$ cat src/rtl/alu_arb_pkg.sv
// ============================================================================
// Module      : alu_arb_pkg
// Description : State encoding and helpers for the two-port ALU arbiter.
// Revision    : 1.0 - initial release
// ============================================================================
`default_nettype none

package alu_arb_pkg;

  typedef enum logic [1:0] {
    IDLE = 2'd0,
    EXEC = 2'd1,
    RESP = 2'd2
  } alu_arb_state_t;

  localparam int NUM_REQ = 2;

  function automatic logic [NUM_REQ-1:0] onehot2(input logic idx);
    return idx ? 2'b10 : 2'b01;
  endfunction

endpackage

`default_nettype wire

$ cat src/rtl/alu_opcodes_pkg.sv
// ============================================================================
// Module      : alu_opcodes_pkg
// Description : Opcode width and encodings shared by alu_riscv and its users.
// Revision    : 1.0 - initial release
// ============================================================================
`default_nettype none

package alu_opcodes_pkg;

  localparam int ALU_OP_WIDTH = 5;

  typedef enum logic [ALU_OP_WIDTH-1:0] {
    ALU_ADD  = 5'h00,
    ALU_SUB  = 5'h01,
    ALU_XOR  = 5'h02,
    ALU_OR   = 5'h03,
    ALU_AND  = 5'h04,
    ALU_SLL  = 5'h05,
    ALU_SRL  = 5'h06,
    ALU_SRA  = 5'h07,
    ALU_LT   = 5'h08,
    ALU_LTU  = 5'h09,
    ALU_GE   = 5'h0A,
    ALU_GEU  = 5'h0B,
    ALU_EQ   = 5'h0C,
    ALU_NE   = 5'h0D,
    ALU_SLT  = 5'h0E,
    ALU_SLTU = 5'h0F
  } alu_op_e;

endpackage

`default_nettype wire

$ cat src/rtl/alu_riscv.sv
// ============================================================================
// Module      : alu_riscv
// Description : Combinational RV32-style ALU; comparisons drive flag_o and the
//               result LSB.
// Revision    : 1.0 - initial release
// ============================================================================
`default_nettype none

module alu_riscv
  import alu_opcodes_pkg::*;
#(
  parameter int DATA_WIDTH = 32
) (
  input  logic [ALU_OP_WIDTH-1:0] operator_i,
  input  logic [DATA_WIDTH-1:0]   operand_a_i,
  input  logic [DATA_WIDTH-1:0]   operand_b_i,
  output logic [DATA_WIDTH-1:0]   result_o,
  output logic                    flag_o
);

  localparam int c_SHAMT_W = $clog2(DATA_WIDTH);

  logic [c_SHAMT_W-1:0] w_shamt;
  logic                 w_cmp;
  logic                 w_is_cmp;

  assign w_shamt = operand_b_i[c_SHAMT_W-1:0];

  always_comb begin
    w_cmp    = 1'b0;
    w_is_cmp = 1'b1;
    case (operator_i)
      ALU_LT, ALU_SLT:   w_cmp = $signed(operand_a_i) < $signed(operand_b_i);
      ALU_LTU, ALU_SLTU: w_cmp = operand_a_i < operand_b_i;
      ALU_GE:            w_cmp = $signed(operand_a_i) >= $signed(operand_b_i);
      ALU_GEU:           w_cmp = operand_a_i >= operand_b_i;
      ALU_EQ:            w_cmp = operand_a_i == operand_b_i;
      ALU_NE:            w_cmp = operand_a_i != operand_b_i;
      default:           w_is_cmp = 1'b0;
    endcase
  end

  always_comb begin
    result_o = '0;
    case (operator_i)
      ALU_ADD: result_o = operand_a_i + operand_b_i;
      ALU_SUB: result_o = operand_a_i - operand_b_i;
      ALU_XOR: result_o = operand_a_i ^ operand_b_i;
      ALU_OR:  result_o = operand_a_i | operand_b_i;
      ALU_AND: result_o = operand_a_i & operand_b_i;
      ALU_SLL: result_o = operand_a_i << w_shamt;
      ALU_SRL: result_o = operand_a_i >> w_shamt;
      ALU_SRA: result_o = $unsigned($signed(operand_a_i) >>> w_shamt);
      default: if (w_is_cmp) result_o = {{(DATA_WIDTH-1){1'b0}}, w_cmp};
    endcase
  end

  assign flag_o = w_cmp;

endmodule

`default_nettype wire

$ cat src/rtl/alu_rr_arbiter.sv
// ============================================================================
// Module      : alu_rr_arbiter
// Description : Round-robin sharing of one alu_riscv between two requesters,
//               with registered operands/result and valid/ready handshakes.
// Revision    : 1.0 - initial release
// ============================================================================
`default_nettype none

module alu_rr_arbiter
  import alu_opcodes_pkg::*;
  import alu_arb_pkg::*;
#(
  parameter int DATA_WIDTH = 32
) (
  input  logic                             clk_i,
  input  logic                             rst_i,
  input  logic [1:0]                       req_valid_i,
  output logic [1:0]                       req_ready_o,
  input  logic [1:0][ALU_OP_WIDTH-1:0]     req_op_i,
  input  logic [1:0][DATA_WIDTH-1:0]       req_a_i,
  input  logic [1:0][DATA_WIDTH-1:0]       req_b_i,
  output logic [1:0]                       rsp_valid_o,
  input  logic [1:0]                       rsp_ready_i,
  output logic [DATA_WIDTH-1:0]            rsp_result_o,
  output logic                             rsp_flag_o,
  output logic                             busy_o
);

  alu_arb_state_t          r_state;
  logic                    r_prio;
  logic                    r_gnt;
  logic [ALU_OP_WIDTH-1:0] r_op;
  logic [DATA_WIDTH-1:0]   r_a;
  logic [DATA_WIDTH-1:0]   r_b;
  logic [DATA_WIDTH-1:0]   r_res;
  logic                    r_flag;
  logic [1:0]              r_rsp_valid;

  logic                    w_gnt;
  logic [DATA_WIDTH-1:0]   w_alu_res;
  logic                    w_alu_flag;

  // Both valid: priority holder wins; otherwise the lone requester wins.
  assign w_gnt = (req_valid_i == 2'b11) ? r_prio : req_valid_i[1];

  // Ready is gated by reset so nothing is accepted while rst_i is held.
  assign req_ready_o = (!rst_i && r_state == IDLE && |req_valid_i) ? onehot2(w_gnt) : 2'b00;

  alu_riscv #(
    .DATA_WIDTH (DATA_WIDTH)
  ) u_alu (
    .operator_i  (r_op),
    .operand_a_i (r_a),
    .operand_b_i (r_b),
    .result_o    (w_alu_res),
    .flag_o      (w_alu_flag)
  );

  always_ff @(posedge clk_i or posedge rst_i) begin
    if (rst_i) begin
      r_state     <= IDLE;
      r_prio      <= 1'b0;
      r_gnt       <= 1'b0;
      r_op        <= '0;
      r_a         <= '0;
      r_b         <= '0;
      r_res       <= '0;
      r_flag      <= 1'b0;
      r_rsp_valid <= 2'b00;
    end else begin
      case (r_state)
        IDLE: begin
          if (|req_valid_i) begin
            r_op    <= req_op_i[w_gnt];
            r_a     <= req_a_i[w_gnt];
            r_b     <= req_b_i[w_gnt];
            r_gnt   <= w_gnt;
            r_state <= EXEC;
          end
        end
        EXEC: begin
          r_res       <= w_alu_res;
          r_flag      <= w_alu_flag;
          r_rsp_valid <= onehot2(r_gnt);
          r_state     <= RESP;
        end
        RESP: begin
          if (rsp_ready_i[r_gnt]) begin
            r_rsp_valid <= 2'b00;
            r_prio      <= ~r_gnt;
            r_state     <= IDLE;
          end
        end
        default: begin
          r_rsp_valid <= 2'b00;
          r_state     <= IDLE;
        end
      endcase
    end
  end

  assign rsp_valid_o  = r_rsp_valid;
  assign rsp_result_o = r_res;
  assign rsp_flag_o   = r_flag;
  assign busy_o       = (r_state != IDLE);

endmodule

`default_nettype wire

$ cat config.mk
export PLATFORM = sky130hd
export DESIGN_NAME = alu_rr_arbiter
export DESIGN_NICKNAME = d
export VERILOG_FILES = /design/src/rtl/alu_arb_pkg.sv /design/src/rtl/alu_opcodes_pkg.sv /design/src/rtl/alu_riscv.sv /design/src/rtl/alu_rr_arbiter.sv
export SDC_FILE = /design/constraint.sdc
export NUM_CORES = 1
export LEC_CHECK = 0
export CAP_MARGIN = 20
export CORE_MARGIN = 5
export CORE_UTILIZATION = 39
export DETAILED_ROUTE_END_ITERATION = 10
export RECOVER_POWER = 100
export SLEW_MARGIN = 5
export SYNTH_ARGS = -nofsm -noshare
export SYNTH_HDL_FRONTEND = slang
export SYNTH_HIERARCHICAL = 1
export SYNTH_SLANG_ARGS = --single-unit
$ cat constraint.sdc
create_clock -name clk_i -period 5.86 [get_ports clk_i]
set_input_delay 1.758 -clock clk_i [delete_from_list [all_inputs] [get_ports clk_i]]
set_output_delay 1.758 -clock clk_i [all_outputs]
set_load 0.005 [all_outputs]
==> metrics list <==
- Largest driver fanout on the critical path: 53
- Clock Latency Late Sink: 390 ps
- Part of the Yosys area used for sequential elements: 19.8%
- The detail route stage leaves a number of antenna-violating nets equal to 0.
* Via count of the first global-routing pass: 14,128
- Net total in the final layout: 2,086
* Worst ir drop on vdd: 0.000342 V
- In this run the cell area measured after placement is 0.0157 mm^2.
- Largest net degree at the start of global routing: 82
* Final-report setup violation count: 0
- Total area of sequential cells: 0.00271 mm^2
- Syn Nets: 2,009
* CTS clk-pin slew, worst paths: 80 ps
- In this run the post-CTS setup repair buffer count came out at 0.
- Share of the synthesized area in the top cell type: 19.8%
- The cell sitting at the root of the clock tree is a clkbuf_16.
- Floorplan die area: 0.0388 mm^2
* Via count: 15,124
- Die boundary height: 197 um
* Final total power: 0.0117 W
- TritonCTS Buffers: 9
* Wire length of the first global-routing pass: 91,500 um
* Data required time of the worst path: 5940 ps
* Drt wl/cell: 26.5 um
- Measured on the finished design, the core utilization comes to 46.2%.
- CTS H-tree lvls: 3
* Final std cell area, no fill: 0.0160 mm^2
- Count of filler cells inserted in the layout: 3,551
* Die Span X: 197 um
* Synth Instances: 1,763
* Total number of yosys warnings: 6
* Top cells by instance count after synthesis: o21ai_0, a21oi_1, nor2_1
* Crit. End Element: flop
* Ratio of final minimum period to clock period: 88.5%
* Count of clock tree sinks: 108
* Post-cts sizing count: 0
* Outcome: finished, violations left
* Via density per instance: 6.57
- Post-route DRC: 0
- FF+latch count, synth: 108
- DP HPWL: 45,500 um
- CTS tree: yes
* Fraction of layout instances using a drive strength above 1: 8.89%
* Area added between synthesis and finish: 17.1%
* FMAX: 193 MHz
- The worst path in the final design needs a cycle of 5180 ps, including I/O delays and setup.
* Worst-case reg-to-reg path depth: 12
* Cell leakage power: 6.56 nW
- The average instance in the mapped netlist occupies 7.73 um^2.
- After clock tree synthesis, the flow added hold-fix buffers numbering 0.
* Initial antenna violation count: 0
* Pins Over Slew Limit: 254
- Pin placement for this block handled 182 I/O pins.
* Number of synthesized flops with an enable pin: 0
* Final hold violations: 0
- The final reports fail on capacitance limit, slew limit.
* Worst Tran Pin Value: 2610 ps
- Routability congestion estimate from global placement: 1.08
* Maximum clock path buffer count: 2
* Max-slew headroom: -73.7%
- After floorplanning, the core was sized to cover 0.0345 mm^2.
* Length of the first detailed-routing pass in iterations: 5
- Sum of routed wire length over all layers: 61,100 um
* Post-synth top flop: dfrtp_1
- Post-synthesis instance area: 0.0136 mm^2
* Count of max-cap constraint violations: 5
- The number of different library cells used by synthesis comes to 76.
* Power per cell area: 736 mW/mm^2
* Critical path class: primary input to flop
- Min-delay worst type: flop to flop
* # rows: 68
* Dominant cell by count in the synthesized netlist: o21ai_0
- In this run, the number of DRC markers left after iteration 0 of detailed routing was 2,130.
- Setup crit start kind: primary input
- By area the synthesized netlist is led by dfrtp_1, mux4_2, ha_1.
* Number of I/O port buffers: 181
- In the synthesized netlist the async set-or-reset flop fraction comes to 100%.
* Area of the multi-input gates: 0.00981 mm^2
* Sum of negative setup slack: 0 ps
- Data arrival at the endpoint of the critical path: 5260 ps
* RSZ-0062 raised after global routing: false
* Grt total ovfl: 0
* Most area-hungry cell type in the Yosys netlist: dfrtp_1
- Worst hold path stage count: 1
- Global routing used 30.6% of the available tracks.
- The clock arrives with 17.4 ps of skew.
- Once the floorplan was initialized, standard cells occupied 39.4% of the core.
-- critical path: stages --
cell,delay (ps)
dlygate4sd3_1,570
or2_2,160
nand2_4,60
inv_1,440
clkbuf_1,1750
a31oi_1,490
-- per-layer routing --
metal	GRT usage (%)	vias up	part of all wire, %
met5	0	-	0
met4	12.1	0	4.3
met3	7.20	118	11
met2	44.2	915	42
met1	44.2	7376	43
li1	-	6715	-
-- registers in the layout, indices dropped and copies added (netlist names) --
| register | cells |
|---|---|
| rsp_valid_o | 2 |
| r_gnt | 1 |
| r_state | 2 |
| rsp_result_o | 32 |
| rsp_flag_o | 1 |
| r_a | 32 |
| r_prio | 1 |
| r_b | 32 |
| r_op | 5 |
-- worst paths after layout --
path,from,endpoint,slack (ps)
worst max-delay path,req_valid_i[0],r_b[1],680
worst min-delay path,rsp_result_o[21],rsp_result_o[21],490
worst max register to register,r_b[1],rsp_result_o[31],930
worst min register to register,rsp_result_o[21],rsp_result_o[21],490
max in group asynchronous,rst_i,rsp_result_o[4],1070
min in group asynchronous,rst_i,rsp_result_o[12],2560
-- cell families (layout without fill, tap and decap cells) --
| group | after synthesis | in the layout | share of synthesized area (%) |
|---|---|---|---|
| DFF | 108 | 108 | 19.8 |
| adders and majority gates | 102 | 102 | 9.48 |
| muxes | 126 | 126 | 14.8 |
| buffers and inverters | 268 | 350 | 8.23 |
| other | 0 | 1 | 0 |
| and+or+nand+nor | 459 | 459 | 15.7 |
| AOI/OAI and AO/OA | 679 | 679 | 30.7 |
| xor gates and xnor gates | 21 | 21 | 1.35 |
-- stage by stage --
| step | setup slack, ps | hold slack [ps] | instances |
|---|---|---|---|
| 5_1_grt | 426 | 512 | 2300 |
| 3_5_place_dp | 925 | 481 | 2284 |
| 6_report | 676 | 491 | 2301 |
| 4_1_cts | 908 | 500 | 2300 |
| 3_3_place_gp | 904 | 474 | 2283 |
| 2_1_floorplan | 1260 | 481 | 1763 |
-- cell usage in the layout, fill, tap and decap left out, types with 8 or more instances in the layout --
master           instances
a21o_1                  21
nor4_1                  10
mux2_2                  31
o31ai_1                  9
o22ai_1                  8
nand2b_1                 8
o21ai_0                198
or3_1                   12
nand4_1                 11
clkdlybuf4s50_1        140
nor2b_1                 19
xnor2_1                 15
o211ai_1                22
nor3_1                  30
ha_1                   100
inv_1                  101
and3_1                   8
nand3_1                 91
a31oi_1                 80
mux4_2                  56
clkbuf_16                9
a22oi_1                 15
nor2_1                 156
nand2_1                 90
mux2i_1                 33
dfrtp_1                105
a211oi_1                23
a221o_1                 27
o2111ai_1                8
a21oi_1                191
o21bai_1                 8
dlygate4sd3_1           40
buf_4                   45
-- where the power goes --
group          internal (W)  total (W)  switching [W]
clock network      0.000340   0.000684       0.000344
logic               0.00352    0.00927        0.00575
registers           0.00112    0.00179       0.000677
total               0.00497     0.0117        0.00677
-- cell type report --
class | instances | area share, %
multi-input combinational | 1387 | 61.5
clock inverter | 7 | 0.549
clock buffer | 9 | 1.41
timing repair buffer | 230 | 13.5
antenna | 1 | 0.0157
tap | 455 | 3.57
inverter | 104 | 2.45
sequential | 108 | 17.0
Power figures use the tool's default switching activity.
